## config.mk

```make
export PLATFORM = sky130hd
export DESIGN_NAME = usb_receiver
export DESIGN_NICKNAME = d
export VERILOG_FILES = /design/src/rtl/usb_receiver.sv
export SDC_FILE = /design/constraint.sdc
export NUM_CORES = 1
export LEC_CHECK = 0
export CAP_MARGIN = 40
export CORE_ASPECT_RATIO = 0.5
export CORE_MARGIN = 2
export CORE_UTILIZATION = 40
export DETAILED_ROUTE_END_ITERATION = 8
export SLEW_MARGIN = 20
export SYNTH_ARGS = -nofsm -noshare
export SYNTH_HDL_FRONTEND = slang
export SYNTH_SLANG_ARGS = --single-unit
```

## constraint.sdc

```tcl
create_clock -name clk -period 2.3 [get_ports clk]
set_clock_uncertainty 0.15 [all_clocks]
set_input_delay 0.46 -clock clk [delete_from_list [all_inputs] [get_ports clk]]
set_output_delay 0.46 -clock clk [all_outputs]
set_load 0.1 [all_outputs]
```

## src/rtl/usb_receiver.sv

```systemverilog
// USB packet receiver: line sync, bit timing, NRZI decode, destuff, SYNC/PID/CRC16 checks, byte delivery.
// Latency: a byte appears on r_data/r_write one cycle after its last bit is sampled; rx_done one cycle after the EOP J sample.
// Backpressure: the line cannot be stalled; a byte completing while r_full is high is dropped and the packet is flagged bad.
module usb_receiver #(
    parameter int CLKS_PER_BIT = 8
) (
    input  logic       clk,
    input  logic       n_rst,
    input  logic       d_plus,
    input  logic       d_minus,
    input  logic       r_full,
    output logic [7:0] r_data,
    output logic       r_write,
    output logic [3:0] rx_pid,
    output logic       rcving,
    output logic       rx_done,
    output logic       rx_error
);
    localparam int TW = $clog2(CLKS_PER_BIT);
    localparam logic [TW-1:0] T_LAST   = TW'(CLKS_PER_BIT - 1);
    localparam logic [TW-1:0] T_SAMPLE = TW'(CLKS_PER_BIT / 2 - 1);

    typedef enum logic [2:0] {
        S_IDLE, S_SYNC, S_PID, S_DATA, S_EOP, S_ERR
    } state_t;

    state_t        state_q, state_d;
    logic          dp_meta_q, dp_s_q, dm_meta_q, dm_s_q, dp_d1_q;
    logic [TW-1:0] timer_q, timer_d;
    logic          prev_q, prev_d;
    logic [2:0]    ones_q, ones_d;
    logic [7:0]    shift_q, shift_d;
    logic [2:0]    bitcnt_q, bitcnt_d;
    logic [15:0]   crc_q, crc_d;
    logic          bad_q, bad_d;
    logic          se0_seen_q, se0_seen_d;
    logic          j_seen_q, j_seen_d;
    logic [7:0]    r_data_q, r_data_d;
    logic          r_write_q, r_write_d;
    logic [3:0]    rx_pid_q, rx_pid_d;
    logic          rx_done_q, rx_done_d;
    logic          rx_error_q, rx_error_d;

    logic       line_j, line_k, line_se0, sample, nrzi_bit, crc_bad;
    logic [7:0] byte_full;

    assign line_j    = dp_s_q & ~dm_s_q;
    assign line_k    = ~dp_s_q & dm_s_q;
    assign line_se0  = ~dp_s_q & ~dm_s_q;
    assign sample    = (timer_q == T_SAMPLE);
    assign nrzi_bit  = (dp_s_q == prev_q);
    assign byte_full = {nrzi_bit, shift_q[7:1]};
    assign crc_bad   = ((rx_pid_q == 4'h3) || (rx_pid_q == 4'hB)) && (crc_q != 16'h800D);

    // Synchronizers idle at J so a reset never looks like a K edge.
    always_ff @(posedge clk or negedge n_rst) begin
        if (!n_rst) begin
            dp_meta_q <= 1'b1;
            dp_s_q    <= 1'b1;
            dm_meta_q <= 1'b0;
            dm_s_q    <= 1'b0;
            dp_d1_q   <= 1'b1;
        end else begin
            dp_meta_q <= d_plus;
            dp_s_q    <= dp_meta_q;
            dm_meta_q <= d_minus;
            dm_s_q    <= dm_meta_q;
            dp_d1_q   <= dp_s_q;
        end
    end

    always_comb begin
        if (dp_s_q != dp_d1_q) begin
            timer_d = '0;
        end else if (timer_q == T_LAST) begin
            timer_d = '0;
        end else begin
            timer_d = timer_q + 1'b1;
        end
    end

    always_comb begin
        state_d    = state_q;
        prev_d     = prev_q;
        ones_d     = ones_q;
        shift_d    = shift_q;
        bitcnt_d   = bitcnt_q;
        crc_d      = crc_q;
        bad_d      = bad_q;
        se0_seen_d = se0_seen_q;
        j_seen_d   = 1'b0;
        r_data_d   = r_data_q;
        r_write_d  = 1'b0;
        rx_pid_d   = rx_pid_q;
        rx_done_d  = 1'b0;
        rx_error_d = 1'b0;

        unique case (state_q)
            S_IDLE: begin
                j_seen_d = j_seen_q | line_j;
                if (sample) prev_d = dp_s_q;
                if (j_seen_q && line_k) begin
                    state_d    = S_SYNC;
                    prev_d     = 1'b1;
                    ones_d     = '0;
                    shift_d    = '0;
                    bitcnt_d   = '0;
                    crc_d      = 16'hFFFF;
                    bad_d      = 1'b0;
                    se0_seen_d = 1'b0;
                    j_seen_d   = 1'b0;
                end
            end
            S_SYNC, S_PID, S_DATA: begin
                if (sample) begin
                    if (line_se0) begin
                        se0_seen_d = 1'b1;
                        if (state_q == S_DATA) begin
                            state_d = S_EOP;
                            if (bitcnt_q != 3'd0) bad_d = 1'b1;
                        end else begin
                            state_d = S_ERR;
                        end
                    end else begin
                        prev_d = dp_s_q;
                        // Bit after six 1s must be a stuffed 0, which carries no data.
                        if (ones_q == 3'd6) begin
                            ones_d = '0;
                            if (nrzi_bit) state_d = S_ERR;
                        end else begin
                            ones_d   = nrzi_bit ? ones_q + 3'd1 : 3'd0;
                            shift_d  = byte_full;
                            bitcnt_d = bitcnt_q + 3'd1;
                            if (state_q == S_DATA) begin
                                crc_d = {crc_q[14:0], 1'b0} ^ ((nrzi_bit ^ crc_q[15]) ? 16'h8005 : 16'h0000);
                            end
                            if (bitcnt_q == 3'd7) begin
                                if (state_q == S_SYNC) begin
                                    state_d = (byte_full == 8'h80) ? S_PID : S_ERR;
                                end else if (state_q == S_PID) begin
                                    rx_pid_d = byte_full[3:0];
                                    state_d  = (byte_full[7:4] == ~byte_full[3:0]) ? S_DATA : S_ERR;
                                end else if (r_full) begin
                                    bad_d = 1'b1;
                                end else begin
                                    r_write_d = 1'b1;
                                    r_data_d  = byte_full;
                                end
                            end
                        end
                    end
                end
            end
            S_EOP: begin
                if (sample) begin
                    if (line_j) begin
                        rx_done_d  = 1'b1;
                        rx_error_d = bad_q | crc_bad;
                        state_d    = S_IDLE;
                    end else if (line_k) begin
                        se0_seen_d = 1'b0;
                        state_d    = S_ERR;
                    end
                end
            end
            S_ERR: begin
                if (sample) begin
                    if (line_se0) begin
                        se0_seen_d = 1'b1;
                    end else if (line_j && se0_seen_q) begin
                        rx_done_d  = 1'b1;
                        rx_error_d = 1'b1;
                        state_d    = S_IDLE;
                    end
                end
            end
            default: state_d = S_IDLE;
        endcase
    end

    always_ff @(posedge clk or negedge n_rst) begin
        if (!n_rst) begin
            state_q    <= S_IDLE;
            timer_q    <= '0;
            prev_q     <= 1'b1;
            ones_q     <= '0;
            shift_q    <= '0;
            bitcnt_q   <= '0;
            crc_q      <= 16'hFFFF;
            bad_q      <= 1'b0;
            se0_seen_q <= 1'b0;
            j_seen_q   <= 1'b0;
            r_data_q   <= 8'h00;
            r_write_q  <= 1'b0;
            rx_pid_q   <= 4'h0;
            rx_done_q  <= 1'b0;
            rx_error_q <= 1'b0;
        end else begin
            state_q    <= state_d;
            timer_q    <= timer_d;
            prev_q     <= prev_d;
            ones_q     <= ones_d;
            shift_q    <= shift_d;
            bitcnt_q   <= bitcnt_d;
            crc_q      <= crc_d;
            bad_q      <= bad_d;
            se0_seen_q <= se0_seen_d;
            j_seen_q   <= j_seen_d;
            r_data_q   <= r_data_d;
            r_write_q  <= r_write_d;
            rx_pid_q   <= rx_pid_d;
            rx_done_q  <= rx_done_d;
            rx_error_q <= rx_error_d;
        end
    end

    assign r_data   = r_data_q;
    assign r_write  = r_write_q;
    assign rx_pid   = rx_pid_q;
    assign rcving   = (state_q != S_IDLE);
    assign rx_done  = rx_done_q;
    assign rx_error = rx_error_q;
endmodule

```

==> results by group <==
Run status
  • Run status: finished, final reports clean

STA
  • Final max-slew violation count: 0
  • Final Hold Violating Endpoints: 0
  • Setup slack after layout: 69.1 ps
  • Setup violators final: 0
  • Crit path time final: 2230 ps
  • Final cycle utilization of the critical path: 97.0%
  • Transition time at the pin with the least slew margin: 504 ps
  • Total Negative Setup Slacks: 0 ps
  • RSZ-0062 raised after global routing: no
  • Top achievable clock speed: 448 MHz
  • Worst slew margin: 66.3%

Synth
  • Instance count of the mapped netlist: 264
  • Average size of a mapped cell: 11.0 µm²
  • Post-Synthesis Net Count: 280
  • Count of cell types in the netlist: 56
  • Netlist area before placement: 0.00290 mm²
  • Post-synth ARST share: 100%
  • Synthesis warning total: 0
  • Sequential share of the synthesized area: 51.8%
  • Number of enable-type register cells in the synthesized netlist: 0
  • Flip-flop cell with the highest count after synthesis: dfrtp_1
  • Number of synthesized register bits: 59

Finish
  • Antenna diode count: 0
  • FILL cells: 602
  • Fin area: 0.00363 mm²
  • Fraction of final layout cells with drive strength greater than 1: 30.8%
  • Synth-to-layout area growth: 25.3%
  • Total Nets Final: 316

Worst setup path
  • Max FO, Critical Path: 6
  • Reg-to-reg setup timing slack: 70 ps
  • Sum of buffers and inverters on the critical path: 2
  • Cell with the largest stage delay on the worst path: dfstp_2
  • Crit path cell chain: inv_2 > ha_4 > nand2b_4 > a21oi_4 > nand2_2 > or3_4 > buf_8 > mux2_4
  • Kind of cell adding the most delay to the critical path: simple AND/OR/NAND/NOR gates
  • Largest stage delay on the critical path: 530 ps
  • Worst setup path category: reg -> reg
  • Endpoint required time on the critical path: 2360 ps
  • Setup crit end kind: flop
  • Kind of start point of the critical path: flop
  • Data arrival, critical path: 2290 ps

Drt
  • DR DRC count: 0
  • Average via count per standard cell: 5.37
  • Detailed-router iteration count before antenna repair: 4
  • Routed wire length per instance: 15.5 µm
  • DRT Wirelength: 6170 µm
  • Total number of vias: 2,132
  • Post-detailed-route count of antenna-violating nets: 0
  • Number of DRC violations after detailed-routing iteration 0: 166

Clock tree
  • Number of clock sinks: 59
  • Buffer cell driving the clock tree root: clkbuf_16
  • Maximum level of the CTS H-tree: 3
  • Clock latency at the later pin of the worst-skew pair: 330 ps
  • Number of buffers on the longest clock path: 2
  • Clock-pin slew of the registers on the worst-case setup and hold paths: 50 ps
  • TritonCTS buffer count: 9
  • Clock tree from TritonCTS: yes

Floorplan
  • Number of top-level pins: 21
  • DIE AREA: 0.00799 mm²
  • Std-Cell Rows: 21
  • Die extent in x: 124 µm
  • Placeable Area: 0.00686 mm²
  • Effective utilization at floorplan: 42.3%
  • Die extent in y: 64.2 µm

GRT
  • Global router's overall resource usage: 17.0%
  • Antenna violations before repair: 0
  • First-pass GRT wire length: 10,500 µm
  • Via count of the first global-routing pass: 2,114
  • GRT overflow: 0
  • Pin count of the biggest net entering global routing: 60

Placed design
  • IO buf count: 20
  • Detailed placement HPWL: 4210 µm
  • Post-Place Worst Slack: -35.4 ps
  • Post-detailed-placement cell area: 0.00324 mm²
  • Weighted congestion reported at the end of routability-driven placement: 0.859

Min path
  • Class of the most critical hold timing path: reg -> reg

Power
  • Max IR drop VDD: 0.000503 V
  • P per Cell Area: 1160 mW/mm²
  • Post-layout total power: 4.20 mW
  • Cell leakage power: 1.66 nW

Job
  • Max-capacitance violation count: 0
## state kept, by name, indices dropped and copies added (netlist names), 3 cells and up
register	flops
ones_q	3
rx_pid	4
bitcnt_q	3
state_q	3
crc_q	16
timer_q	3
shift_q	7
r_data	8
## kinds of logic (layout without fill, tap and decap cells)
logic type,after synthesis,after routing,synth area share (%)
adder cells (fa/ha/maj),11,11,4.75
AND/OR/NAND/NOR,81,81,14.7
XOR/XNOR,9,9,3.37
buffers and inverters,23,64,3.71
flip-flops,59,59,51.8
AO/OA/AOI/OAI,67,67,15.2
multiplexers,14,14,6.43
## per-stage QoR
stage / hold slack [ps] / util [%] / cells
after detailed placement: 189 / 47.2 / 378
after floorplan: 14.4 / - / 264
after global placement: 184 / 47.2 / 378
after CTS: 199 / 52.2 / 395
final: 198 / 53.0 / 397
after global routing: 209 / 53.0 / 397
## cell usage after synthesis (all sizes together), types with 2 or more instances
library cell	n	share of area [%]
nor2	31	4.1
nor3	4	0.86
dfstp	20	18
or2	2	0.43
o22a	6	1.8
inv	10	1.3
a22o	9	2.7
o221ai	2	0.82
nand2b	2	0.69
nand4	2	0.43
xnor2	3	1.6
mux2	13	6.1
nor4	4	0.86
o22ai	2	0.43
and4b	2	0.69
clkbuf	2	0.26
o31ai	2	0.52
nor2b	2	0.43
nor4b	2	0.60
buf	10	2.0
ha	11	4.7
dfrtp	39	34
nand2	18	2.3
xor2	6	1.8
or3	2	0.43
a21oi	21	3.8
o21ai	17	2.9
nand3b	2	0.52
## routing by layer
metal	global-route usage, %	up-vias	wire length, µm
li1	-	1013	-
met1	23.3	1062	3150
met2	24.5	48	2610
met3	5.70	9	296
met4	7.58	0	112
met5	0	-	0
## final cells by class
| class | instances | area [µm²] | share of cell area [%] |
|---|---|---|---|
| clock buffers | 12 | 256 | 7.06 |
| multi-input cells | 182 | 1330 | 36.5 |
| flip-flops and latches | 59 | 1500 | 41.3 |
| well taps | 92 | 115 | 3.17 |
| inverters | 11 | 41.3 | 1.14 |
| clock inverters | 4 | 72.6 | 2.00 |
| repair buffers | 37 | 322 | 8.85 |
## path summary, 6_finish.rpt
check,startpoint,endpoint,depth (start not counted)
max in group asynchronous,n_rst,crc_q[7],3
max,dp_s_q,r_data[5],8
min reg2reg,dm_meta_q,dm_s_q,0
max reg2reg,dp_s_q,r_data[5],8
min in group asynchronous,n_rst,dm_s_q,3
min,dm_meta_q,dm_s_q,0
## layout by cell type (no fill, tap or decap), types with 2 or more instances in the layout
cell type	instances
and4b_1	2
inv_1	9
nand3b_1	2
nor4_1	4
nand2_1	17
o22ai_1	2
nor4b_1	2
nand4_1	2
nor3_1	3
mux2_4	8
xnor2_1	2
a22o_1	9
ha_1	9
mux2_2	5
a21oi_1	20
dfstp_2	20
buf_12	2
clkbuf_16	9
nor2_1	30
buf_4	28
xor2_1	6
clkbuf_8	2
o21ai_0	17
dfrtp_1	39
bufinv_16	2
o22a_1	6
o31ai_1	2
nor2b_1	2
clkdlybuf4s50_1	3
## what timing repair did
| item | 4_1_cts | 5_1_grt |
|---|---|---|
| hold buffers | 1 | 0 |
| buffers inserted | 0 | 1 |
| pin swaps | 0 | 2 |
| cloned | 0 | 1 |
| gates resized for setup | 1 | 11 |
| hold endpoints to repair | 39 | 0 |
| setup endpoints to repair | 1 | 12 |
## power by group
| group | internal, mW | switching, mW | leakage, nW |
|---|---|---|---|
| Clock | 1.00 | 0.467 | 0.159 |
| Sequential | 1.39 | 0.223 | 0.730 |
| Combinational | 0.473 | 0.642 | 0.775 |
| Total | 2.87 | 1.33 | 1.66 |
Note: power is estimated with default switching activity, not from simulation.
